--- src/rtl/dff_shift_register_if.sv ---
// -----------------------------------------------------------------------------
// dff_shift_register_if
//   Bundles the command, data and status signals of dff_shift_register.
//   Clock and asynchronous clear stay as plain ports on the register itself.
//
//   Signals (driven by the master, seen by the slave):
//     en      clock enable for mode operations (does not gate sclr/spre)
//     sclr    synchronous clear to RESET_VALUE
//     spre    synchronous preset to PRESET_VALUE
//     mode    operation select (hold/shr/shl/load/ror/rol, 11x = hold)
//     d       parallel load data
//     sin_r   serial input entering at bit WIDTH-1 on shift right
//     sin_l   serial input entering at bit 0 on shift left
//   Signals (driven by the slave, seen by the master):
//     q       register contents
//     q_n     bitwise complement of q
//     sout_r  q[0], the bit leaving on shift right
//     sout_l  q[WIDTH-1], the bit leaving on shift left
//     changed high for one cycle after an edge that altered q
// -----------------------------------------------------------------------------
interface dff_shift_register_if #(
  parameter int WIDTH = 8
);
  logic             en;
  logic             sclr;
  logic             spre;
  logic [2:0]       mode;
  logic [WIDTH-1:0] d;
  logic             sin_r;
  logic             sin_l;
  logic [WIDTH-1:0] q;
  logic [WIDTH-1:0] q_n;
  logic             sout_r;
  logic             sout_l;
  logic             changed;

  modport master (
    output en, sclr, spre, mode, d, sin_r, sin_l,
    input  q, q_n, sout_r, sout_l, changed
  );

  modport slave (
    input  en, sclr, spre, mode, d, sin_r, sin_l,
    output q, q_n, sout_r, sout_l, changed
  );
endinterface

--- src/rtl/dff_shift_register.sv ---
// -----------------------------------------------------------------------------
// dff_shift_register
//   WIDTH-bit bank of D flip-flops with asynchronous clear, synchronous
//   clear/preset and a mode select for hold, shift, rotate and parallel load.
//   WIDTH must be at least 2 and must match the WIDTH of the bound interface.
//
//   Ports:
//     clk      rising-edge clock
//     clear_n  asynchronous active-low clear, forces q to RESET_VALUE
//     bus      dff_shift_register_if.slave (commands in, q/q_n/sout/changed out)
//
//   Edge priority, highest first: sclr, spre, en & mode.
// -----------------------------------------------------------------------------
module dff_shift_register #(
  parameter int               WIDTH        = 8,
  parameter logic [WIDTH-1:0] RESET_VALUE  = {WIDTH{1'b0}},
  parameter logic [WIDTH-1:0] PRESET_VALUE = {WIDTH{1'b1}}
) (
  input  logic                  clk,
  input  logic                  clear_n,
  dff_shift_register_if.slave   bus
);

  typedef enum logic [2:0] {
    MODE_HOLD = 3'b000,
    MODE_SHR  = 3'b001,
    MODE_SHL  = 3'b010,
    MODE_LOAD = 3'b011,
    MODE_ROR  = 3'b100,
    MODE_ROL  = 3'b101
  } mode_e;

  logic [WIDTH-1:0] r_q;
  logic             r_changed;
  logic [WIDTH-1:0] w_q_next;

  // NOTE: w_q_next is assigned r_q before any branch, so every path through
  // the block drives it and no latch is inferred.
  always_comb begin
    w_q_next = r_q;
    if (bus.sclr) begin
      w_q_next = RESET_VALUE;
    end else if (bus.spre) begin
      w_q_next = PRESET_VALUE;
    end else if (bus.en) begin
      case (bus.mode)
        MODE_SHR:  w_q_next = {bus.sin_r, r_q[WIDTH-1:1]};
        MODE_SHL:  w_q_next = {r_q[WIDTH-2:0], bus.sin_l};
        MODE_LOAD: w_q_next = bus.d;
        MODE_ROR:  w_q_next = {r_q[0], r_q[WIDTH-1:1]};
        MODE_ROL:  w_q_next = {r_q[WIDTH-2:0], r_q[WIDTH-1]};
        default:   w_q_next = r_q;  // MODE_HOLD and reserved 11x codes
      endcase
    end
  end

  // NOTE: state registers use non-blocking assignments so r_changed compares
  // w_q_next against the value r_q held before this edge.
  always_ff @(posedge clk or negedge clear_n) begin
    if (!clear_n) begin
      r_q       <= RESET_VALUE;
      r_changed <= 1'b0;
    end else begin
      r_q       <= w_q_next;
      r_changed <= (w_q_next != r_q);
    end
  end

  // Derived outputs come straight from r_q so they track it during clear too.
  assign bus.q       = r_q;
  assign bus.q_n     = ~r_q;
  assign bus.sout_r  = r_q[0];
  assign bus.sout_l  = r_q[WIDTH-1];
  assign bus.changed = r_changed;

endmodule

--- src/flat_wrapper.sv ---
// flat-port wrapper written by rule: the top's interface ports become plain ports
module dff_shift_register_flat 
#(
  parameter int               WIDTH        = 8,
  parameter logic [WIDTH-1:0] RESET_VALUE  = {WIDTH{1'b0}},
  parameter logic [WIDTH-1:0] PRESET_VALUE = {WIDTH{1'b1}}
)
  (clk, clear_n, bus_en, bus_sclr, bus_spre, bus_mode, bus_d, bus_sin_r, bus_sin_l, bus_q, bus_q_n, bus_sout_r, bus_sout_l, bus_changed);
  dff_shift_register_if #(.WIDTH(WIDTH)) bus_i ();
  input  logic clk;
  input  logic clear_n;
  input wire logic [$bits(bus_i.en)-1:0] bus_en;
  input wire logic [$bits(bus_i.sclr)-1:0] bus_sclr;
  input wire logic [$bits(bus_i.spre)-1:0] bus_spre;
  input wire logic [$bits(bus_i.mode)-1:0] bus_mode;
  input wire logic [$bits(bus_i.d)-1:0] bus_d;
  input wire logic [$bits(bus_i.sin_r)-1:0] bus_sin_r;
  input wire logic [$bits(bus_i.sin_l)-1:0] bus_sin_l;
  output wire logic [$bits(bus_i.q)-1:0] bus_q;
  output wire logic [$bits(bus_i.q_n)-1:0] bus_q_n;
  output wire logic [$bits(bus_i.sout_r)-1:0] bus_sout_r;
  output wire logic [$bits(bus_i.sout_l)-1:0] bus_sout_l;
  output wire logic [$bits(bus_i.changed)-1:0] bus_changed;
  assign bus_i.en = bus_en;
  assign bus_i.sclr = bus_sclr;
  assign bus_i.spre = bus_spre;
  assign bus_i.mode = bus_mode;
  assign bus_i.d = bus_d;
  assign bus_i.sin_r = bus_sin_r;
  assign bus_i.sin_l = bus_sin_l;
  assign bus_q = bus_i.q;
  assign bus_q_n = bus_i.q_n;
  assign bus_sout_r = bus_i.sout_r;
  assign bus_sout_l = bus_i.sout_l;
  assign bus_changed = bus_i.changed;
  dff_shift_register #(.WIDTH(WIDTH), .RESET_VALUE(RESET_VALUE), .PRESET_VALUE(PRESET_VALUE)) u_core (.clk(clk), .clear_n(clear_n), .bus(bus_i));
endmodule
--- config.mk ---
export PLATFORM = sky130hd
export DESIGN_NAME = dff_shift_register_flat
export DESIGN_NICKNAME = d
export VERILOG_FILES = /design/src/rtl/dff_shift_register_if.sv /design/src/rtl/dff_shift_register.sv /design/src/flat_wrapper.sv
export SDC_FILE = /design/constraint.sdc
export NUM_CORES = 1
export LEC_CHECK = 0
export ABC_CLOCK_PERIOD_IN_PS = 3100
export BUFFER_PORTS_ARGS = -buffer_cell sky130_fd_sc_hd__buf_2
export CORE_MARGIN = 4
export CORE_UTILIZATION = 54
export CTS_CLUSTER_DIAMETER = 80
export DETAILED_ROUTE_END_ITERATION = 12
export PLACE_DENSITY = 0.95
export RECOVER_POWER = 25
export SYNTH_ARGS = -nofsm -noshare
export SYNTH_HDL_FRONTEND = slang
export SYNTH_SLANG_ARGS = --single-unit
export TNS_END_PERCENT = 50
--- constraint.sdc ---
create_clock -name clk -period 3.1 [get_ports clk]
set_input_delay 0.62 -clock clk [delete_from_list [all_inputs] [get_ports clk]]
set_output_delay 0.62 -clock clk [all_outputs]
set_load 0.03 [all_outputs]
# Word level (Yosys, flattened, before mapping)
# Index checks and enable logic that the tools add are counted.
[classes] n_eq_ne=6 muxes=4 n_bitwise=1
[ops] operator="one-hot mux 8 bit (5 select lines)" count=1
[ops] operator="2-to-1 mux 8 bit" count=3
[ops] operator="inequality test 8 bit" count=1
[ops] operator="NOT 8 bit" count=1
[ops] operator="equality test 3 x 2 -> 1 bit (second input constant)" count=2
[ops] operator="equality test 3 bit (second input constant)" count=2
[ops] operator="equality test 3 x 1 -> 1 bit (second input constant)" count=1
[word_totals] ff_bits=9 in_bits=18 output_inout_bits=19 elab_cells=13

# Longest topological paths before layout
# Gate-level depths: netlist of the first run.
[depth] word_depth=6 depth_mapped=9 depth_no_buf=6

# Worst setup path before layout of the first run
# OpenSTA, ideal clock, no wires.
[synth_path] kind="input -> register" start="in bus_mode[0]" end="reg u_core.r_changed, in the netlist u_core.bus.changed" setup_ns=0.134 arrival_ns=1.750 t_required_ns=2.966 setup_slack_ns=1.217 stages=8 n_path_buf=2 cell_sequence="buf_6 -> buf_12 -> nand2b_1 -> a311oi_2 -> nor2_2 -> a22oi_1 -> a31o_1 -> o211ai_1"
[synth_between] elab_chain_cells=6 elab_cells_between_ends=10 cone_classes="eq/ne: 6; mux: 4"
[synth_rtl] element="start, declared" line="flat_wrapper.sv:15" text="input wire logic [$bits(bus_i.mode)-1:0] bus_mode;"
[synth_rtl] element="equality test 3 bit, or another cell as far along" line="dff_shift_register.sv:46" text="case (bus.mode)"
[synth_rtl] element="one-hot mux 8 bit (5 select lines) *" line="dff_shift_register.sv:46"
[synth_rtl] element="2-to-1 mux 8 bit *" line="dff_shift_register.sv:45" text="end else if (bus.en) begin"
[synth_rtl] element="2-to-1 mux 8 bit *" line="dff_shift_register.sv:43" text="end else if (bus.spre) begin"
[synth_rtl] element="2-to-1 mux 8 bit *" line="dff_shift_register.sv:41" text="if (bus.sclr) begin"
[synth_rtl] element="inequality test 8 bit *" line="dff_shift_register.sv:65" text="r_changed <= (w_q_next != r_q);"
[synth_rtl] element="end signal, assigned" line="dff_shift_register.sv:65"
[synth_rtl] element="end, declared" line="dff_shift_register.sv:34" text="logic r_changed;"
# Every way passes the cells marked *; elsewhere a longest branch is shown, timed or not.

# Worst setup path after layout of the first run
# Ends and elaborated chain as after synthesis.

==> results of run 1 <==
-- final cells by class --
type,instances,area (um^2),area share [%]
clock buffer,4,26.28,2.206
timing repair buffer,36,178.9,15.02
multi-input combinational,106,693.2,58.19
tap,27,33.78,2.836
inverter,9,33.78,2.836
sequential,9,225.2,18.91
-- sequential cells by signal, indices dropped and copies added, names as in the netlist --
register / flops
u_core.bus.q: 8
u_core.bus.changed: 1
-- power groups by stage --
stage	logic [mW]	registers [mW]	clock network (mW)
floorplan	0.144	0.155	0
global placement	0.176	0.151	0
detailed placement	0.182	0.152	0
CTS	0.183	0.150	0.0918
global route	0.200	0.152	0.100
finish	0.183	0.151	0.0890
-- worst max-delay path, cell delays in order --
cell and delay (ns):
buf_2 0.42, a21oi_1 0.19, a311oi_2 0.36, nor4_1 0.09, nand4bb_1 0.20, a211oi_2 0.16, o211ai_1 0.10
-- routing by layer --
layer  up-vias  share of wire (%)
met5         -                  0
met2        62                 49
met3        10                7.2
li1        547                  -
met1       520                 41
met4         0                2.2
-- stage by stage --
stage	utilization (%)	total power [mW]	cell area [um^2]	hold WS [ns]	std cells
CTS	61.40	0.4244	1192	0.1970	191
global placement	60.05	0.3272	1166	0.4729	187
detailed placement	60.05	0.3347	1166	0.4801	187
finish	61.34	0.4227	1191	0.2874	191
floorplan	-	0.2986	1092	0.3244	141
global route	61.34	0.4518	1191	0.3153	191
-- synth_stat cells, drive strengths merged --
master,number,share of area (%)
nor2,28,10
nand4bb,1,1.0
a22oi,3,2.1
a211oi,13,12
o21ai,4,1.8
a31o,1,0.80
nand2b,4,2.3
o22ai,1,0.57
nor3,2,0.92
o32ai,1,1.5
nand3,1,0.92
clkbuf,1,0.34
inv,9,3.1
or2,1,0.57
nor3b,1,0.69
a311oi,3,3.6
nand2,9,3.1
a21oi,13,6.6
mux2i,10,9.2
nor4,3,1.7
dfrtp,9,21
buf,16,12
nand4,3,1.7
or3,1,0.57
o211ai,3,2.1
-- cell families after synthesis --
family / count (synthesis) / share of synthesized area (%)
simple gates: 54 / 23.60
compound gates: 42 / 30.70
buf+inv: 26 / 15.92
mux: 10 / 9.164
flops: 9 / 20.62
-- path summary, 6_finish.rpt --
path,startpoint,to,depth (start not counted)
max,bus_mode[0],u_core.bus.changed,7
min,clear_n,u_core.bus.changed,1
max reg2reg,u_core.bus.q[4],u_core.bus.changed,6
min reg2reg,u_core.bus.q[1],u_core.bus.q[1],2
max in group asynchronous,clear_n,u_core.bus.q[7],1
min in group clk,bus_sclr,u_core.bus.q[2],2
==> impl_metrics.yaml, run 1 <==
drt:
  ant_nets: 0
  drt_iter0_drc: 27
  drc: 0
  num_vias: 1139
  wl_per_cell_um: 14.48
  viasPerCell: 5.963
  drt_first_pass_iters: 4
  totalWireLength_um: 2765
grt:
  grt_max_degree: 29
  overflow: 0
  grtUsageMet3_pct: 4.789
  grt_usage_pct: 21.25
  use_met1_pct: 25.39
  use_met2_pct: 36.98
  antenna_found_initial: 0
  grt_pass1_wl_um: 4512
  grt_pass1_vias: 1050
  grt-busiest-layer: "met2"
timing:
  period_minus_slack_ns: 2.007
  final.period_utilization_pct: 64.75
  slew_violations: 0
  worst_slew_pin_slew_ns: 0.5227
  rsz0062_at_grt: "no"
  fin_ws_ns: 1.093
  fmax_mhz: 498.2
  finalSetupViolations: 0
  slew_headroom_pct: 65.15
  hold_viol_final: 0
  clock_skew_ns: 0.001357
  setup_tns_ns: 0
power:
  power_density_nw_per_um2: 354.9
  power.net_switching_mw: 0.1836
  power_frac_seq_pct: 35.6
  p_leak_nw: 0.5157
  clkPwrFrac_pct: 21.1
  intPower_mw: 0.2391
  p_comb_share_pct: 43.3
  irDropWorstVdd_mv: 0.3996
  p_sw_share_pct: 43.44
finish:
  drive_gt1_share_pct: 32.32
  n_fill_cell: 179
  mostFrequentLayoutCells: "buf_2 (35), nor2_1 (26), a21oi_1 (11)"
  final_common_cell: "buf_2"
  area_growth_syn_to_layout_pct: 9.049
  nets: 183
  diodes: 0
placed_design:
  gp_congestion: 0.8877
  place_ws_ns: 0.8283
  hpwl_um: 2097
  portBuffers: 36
logic_synthesis:
  yosysWarnings: 0
  syn_nets: 159
  synth_cells: 141
  netlist_area_um2: 1092
  ys_ff_latch: 9
  ys_types: 33
  yosysSeqAreaShare_pct: 20.62
  postSynthAreaPerCell_um2: 7.747
clocking:
  clk_pin_slew_worst_paths_ns: 0.06
  ctsHoldBuffers: 0
  clk-insertion-delay-late_ns: 0.26
  post-cts-setup-buffers: 0
  cts.htree.levels: 1
  clkSinkCount: 9
  cts_tree: "done"
  cts_resized: 0
  clockBufferDepth: 2
  cts_root_buffer: "clkbuf_4"
  numCtsBuffers: 3
job:
  cap_violations: 0
critical_path:
  startpoint_type: "primary input"
  end_kind: "register"
  ff2ff_setup_slack_ns: 1.33
  path_max_fanout: 28
  worstSetupPathType: "in2reg"
  arrival_ns: 2.14
  cp.required_ns: 3.23
floorplan:
  die_w_um: 52.98
  dieArea_um2: 2806
  rows: 16
  start_util_pct: 56.25
  coreArea_um2: 1942
  die_y_um: 52.98
  boundaryPins: 37
outcome:
  run_status: "completed"
min_path:
  hold_path_class: "in2async"
No activity file was read; power rests on OpenSTA's default activity.
==> run 2: changes to the inputs <==
- ABC_CLOCK_PERIOD_IN_PS: 3100 -> 2100
- CORE_UTILIZATION: 54 -> 50
- PLACE_DENSITY: 0.95 -> 0.9
- clock period: 3.1 -> 2.1 ns (I/O delays scaled with it)
==> run 2 against run 1 <==
Non-clock buffer count rose by 3. Hold slack improved by 0.20 ns. Clock skew barely moved. Core utilization fell by 1.2 points. Sequential power rose by 48%. Register-to-register slack got worse by 0.98 ns. Critical endpoint unchanged. Largest power group unchanged.
==> impl_metrics.yaml, run 2 (same netlist as run 1, synthesis figures left out) <==
job:
  cap_violations: 0
timing:
  clock_skew_ns: 0.001413
  rsz0062_at_grt: "no"
  hold_viol_final: 0
  slew_violations: 0
  fmax_mhz: 545.6
  worst_slew_pin_slew_ns: 0.5505
  period_minus_slack_ns: 1.833
  setup_tns_ns: 0
  final.period_utilization_pct: 87.28
  finalSetupViolations: 0
  slew_headroom_pct: 63.30
  whs_ns: 0.4877
outcome:
  run_status: "completed"
drt:
  num_vias: 1151
  ant_nets: 0
  viasPerCell: 5.933
  totalWireLength_um: 2749
  wl_per_cell_um: 14.17
  drc: 0
  drt_iter0_drc: 30
  drt_first_pass_iters: 4
floorplan:
  boundaryPins: 37
  die_w_um: 54.74
  rows: 16
  die_y_um: 54.74
  start_util_pct: 54.02
  coreArea_um2: 2022
  dieArea_um2: 2996
power:
  p_leak_nw: 0.5290
  power_density_nw_per_um2: 515.8
  irDropWorstVdd_mv: 0.5416
critical_path:
  endpoint: "u_core.bus.changed"
  ff2ff_setup_slack_ns: 0.35
  end_kind: "register"
  crit_start: "bus_mode[0]"
  startpoint_type: "primary input"
  cp.required_ns: 2.23
  arrival_ns: 1.96
  timing.rr.end: "u_core.bus.changed"
  path_max_fanout: 28
  r2r_cells: 6
  timing.rr.start: "u_core.bus.q[3]"
  worstSetupPathType: "in2reg"
finish:
  regArea_um2: 225.2
  mostFrequentLayoutCells: "buf_2 (35), nor2_1 (26), a21oi_1 (11)"
  final_common_cell: "buf_2"
  fin_util_pct: 60.15
  nets: 186
  diodes: 0
  area_growth_syn_to_layout_pct: 11.34
  drive_gt1_share_pct: 32.93
  n_fill_cell: 190
  largest_reg_flops: 8
  multi_input_area_um2: 693.2
  stdcell_area_um2: 1216
clocking:
  clk-insertion-delay-late_ns: 0.26
  clk_pin_slew_worst_paths_ns: 0.06
  post-cts-setup-buffers: 0
  cts_resized: 0
  cts.htree.levels: 1
  cts_root_buffer: "clkbuf_4"
  cts_tree: "done"
  clkSinkCount: 9
  clockBufferDepth: 2
  numCtsBuffers: 3
grt:
  overflow: 0
  antenna_found_initial: 0
  grt_pass1_vias: 1041
  grt_pass1_wl_um: 4278
  grt_usage_pct: 19.36
  grt_max_degree: 29
placed_design:
  portBuffers: 36
  placed_area_um2: 1181
  hpwl_um: 2043
  gp_congestion: 0.8251
min_path:
  hold_path_class: "in2reg"
==> run 2: worst min-delay path by stage <==
stage             start            endpoint  slack, ns  cells past startpoint
3_5_place_dp    clear_n     u_core.bus.q[5]       0.28                      1
3_3_place_gp    clear_n     u_core.bus.q[4]       0.27                      1
5_1_grt        bus_sclr     u_core.bus.q[7]       0.49                      2
4_1_cts        bus_sclr     u_core.bus.q[7]       0.47                      2
6_report       bus_sclr     u_core.bus.q[6]       0.49                      2
2_1_floorplan   clear_n  u_core.bus.changed       0.12                      0
==> run 2: final cells by class <==
cell class                      count  share of cell area, %
Sequential cell                     9                  18.52
Tap cell                           27                  2.778
Multi-Input combinational cell    106                  57.00
Clock buffer                        4                  2.160
Inverter                            9                  2.778
Timing Repair Buffer               39                  16.77
==> run 2: metrics by stage <==
stage	cells	power, mW	worst slack (ns)
3_3_place_gp	189	0.4868	0.1370
3_5_place_dp	189	0.4974	0.01773
2_1_floorplan	141	0.4408	0.3701
6_report	194	0.6273	0.2671
4_1_cts	194	0.6330	0.2883
5_1_grt	194	0.6718	0.1738
==> run 2: power by group <==
part / internal (mW) / switching [mW] / leakage [nW]
clock: 0.0730 / 0.0566 / 0.0150
combinational: 0.0977 / 0.178 / 0.404
sequential: 0.187 / 0.0357 / 0.110
total: 0.357 / 0.270 / 0.529
==> run 2: timing repair <==
| item | CTS | global route |
|---|---|---|
| hold buffers | 1 | 0 |
| setup endpoints to repair | 0 | 0 |
| endpoints found under the hold margin | 5 | 0 |
==> run 2: routing by layer <==
layer | vias to the layer above | routed length [um] | global-route usage (%)
li1 | 554 | - | -
met5 | - | 0 | 0
met1 | 526 | 1085 | 23.52
met4 | 0 | 57 | 7.054
met3 | 8 | 250 | 4.087
met2 | 63 | 1355 | 33.07
==> run 2: critical path, cell delays in order <==
cell and delay, ns:
buf_2 0.44, a21oi_1 0.12, a311oi_1 0.33, nor2_2 0.11, a22oi_1 0.25, a31o_1 0.19
o211ai_1 0.09
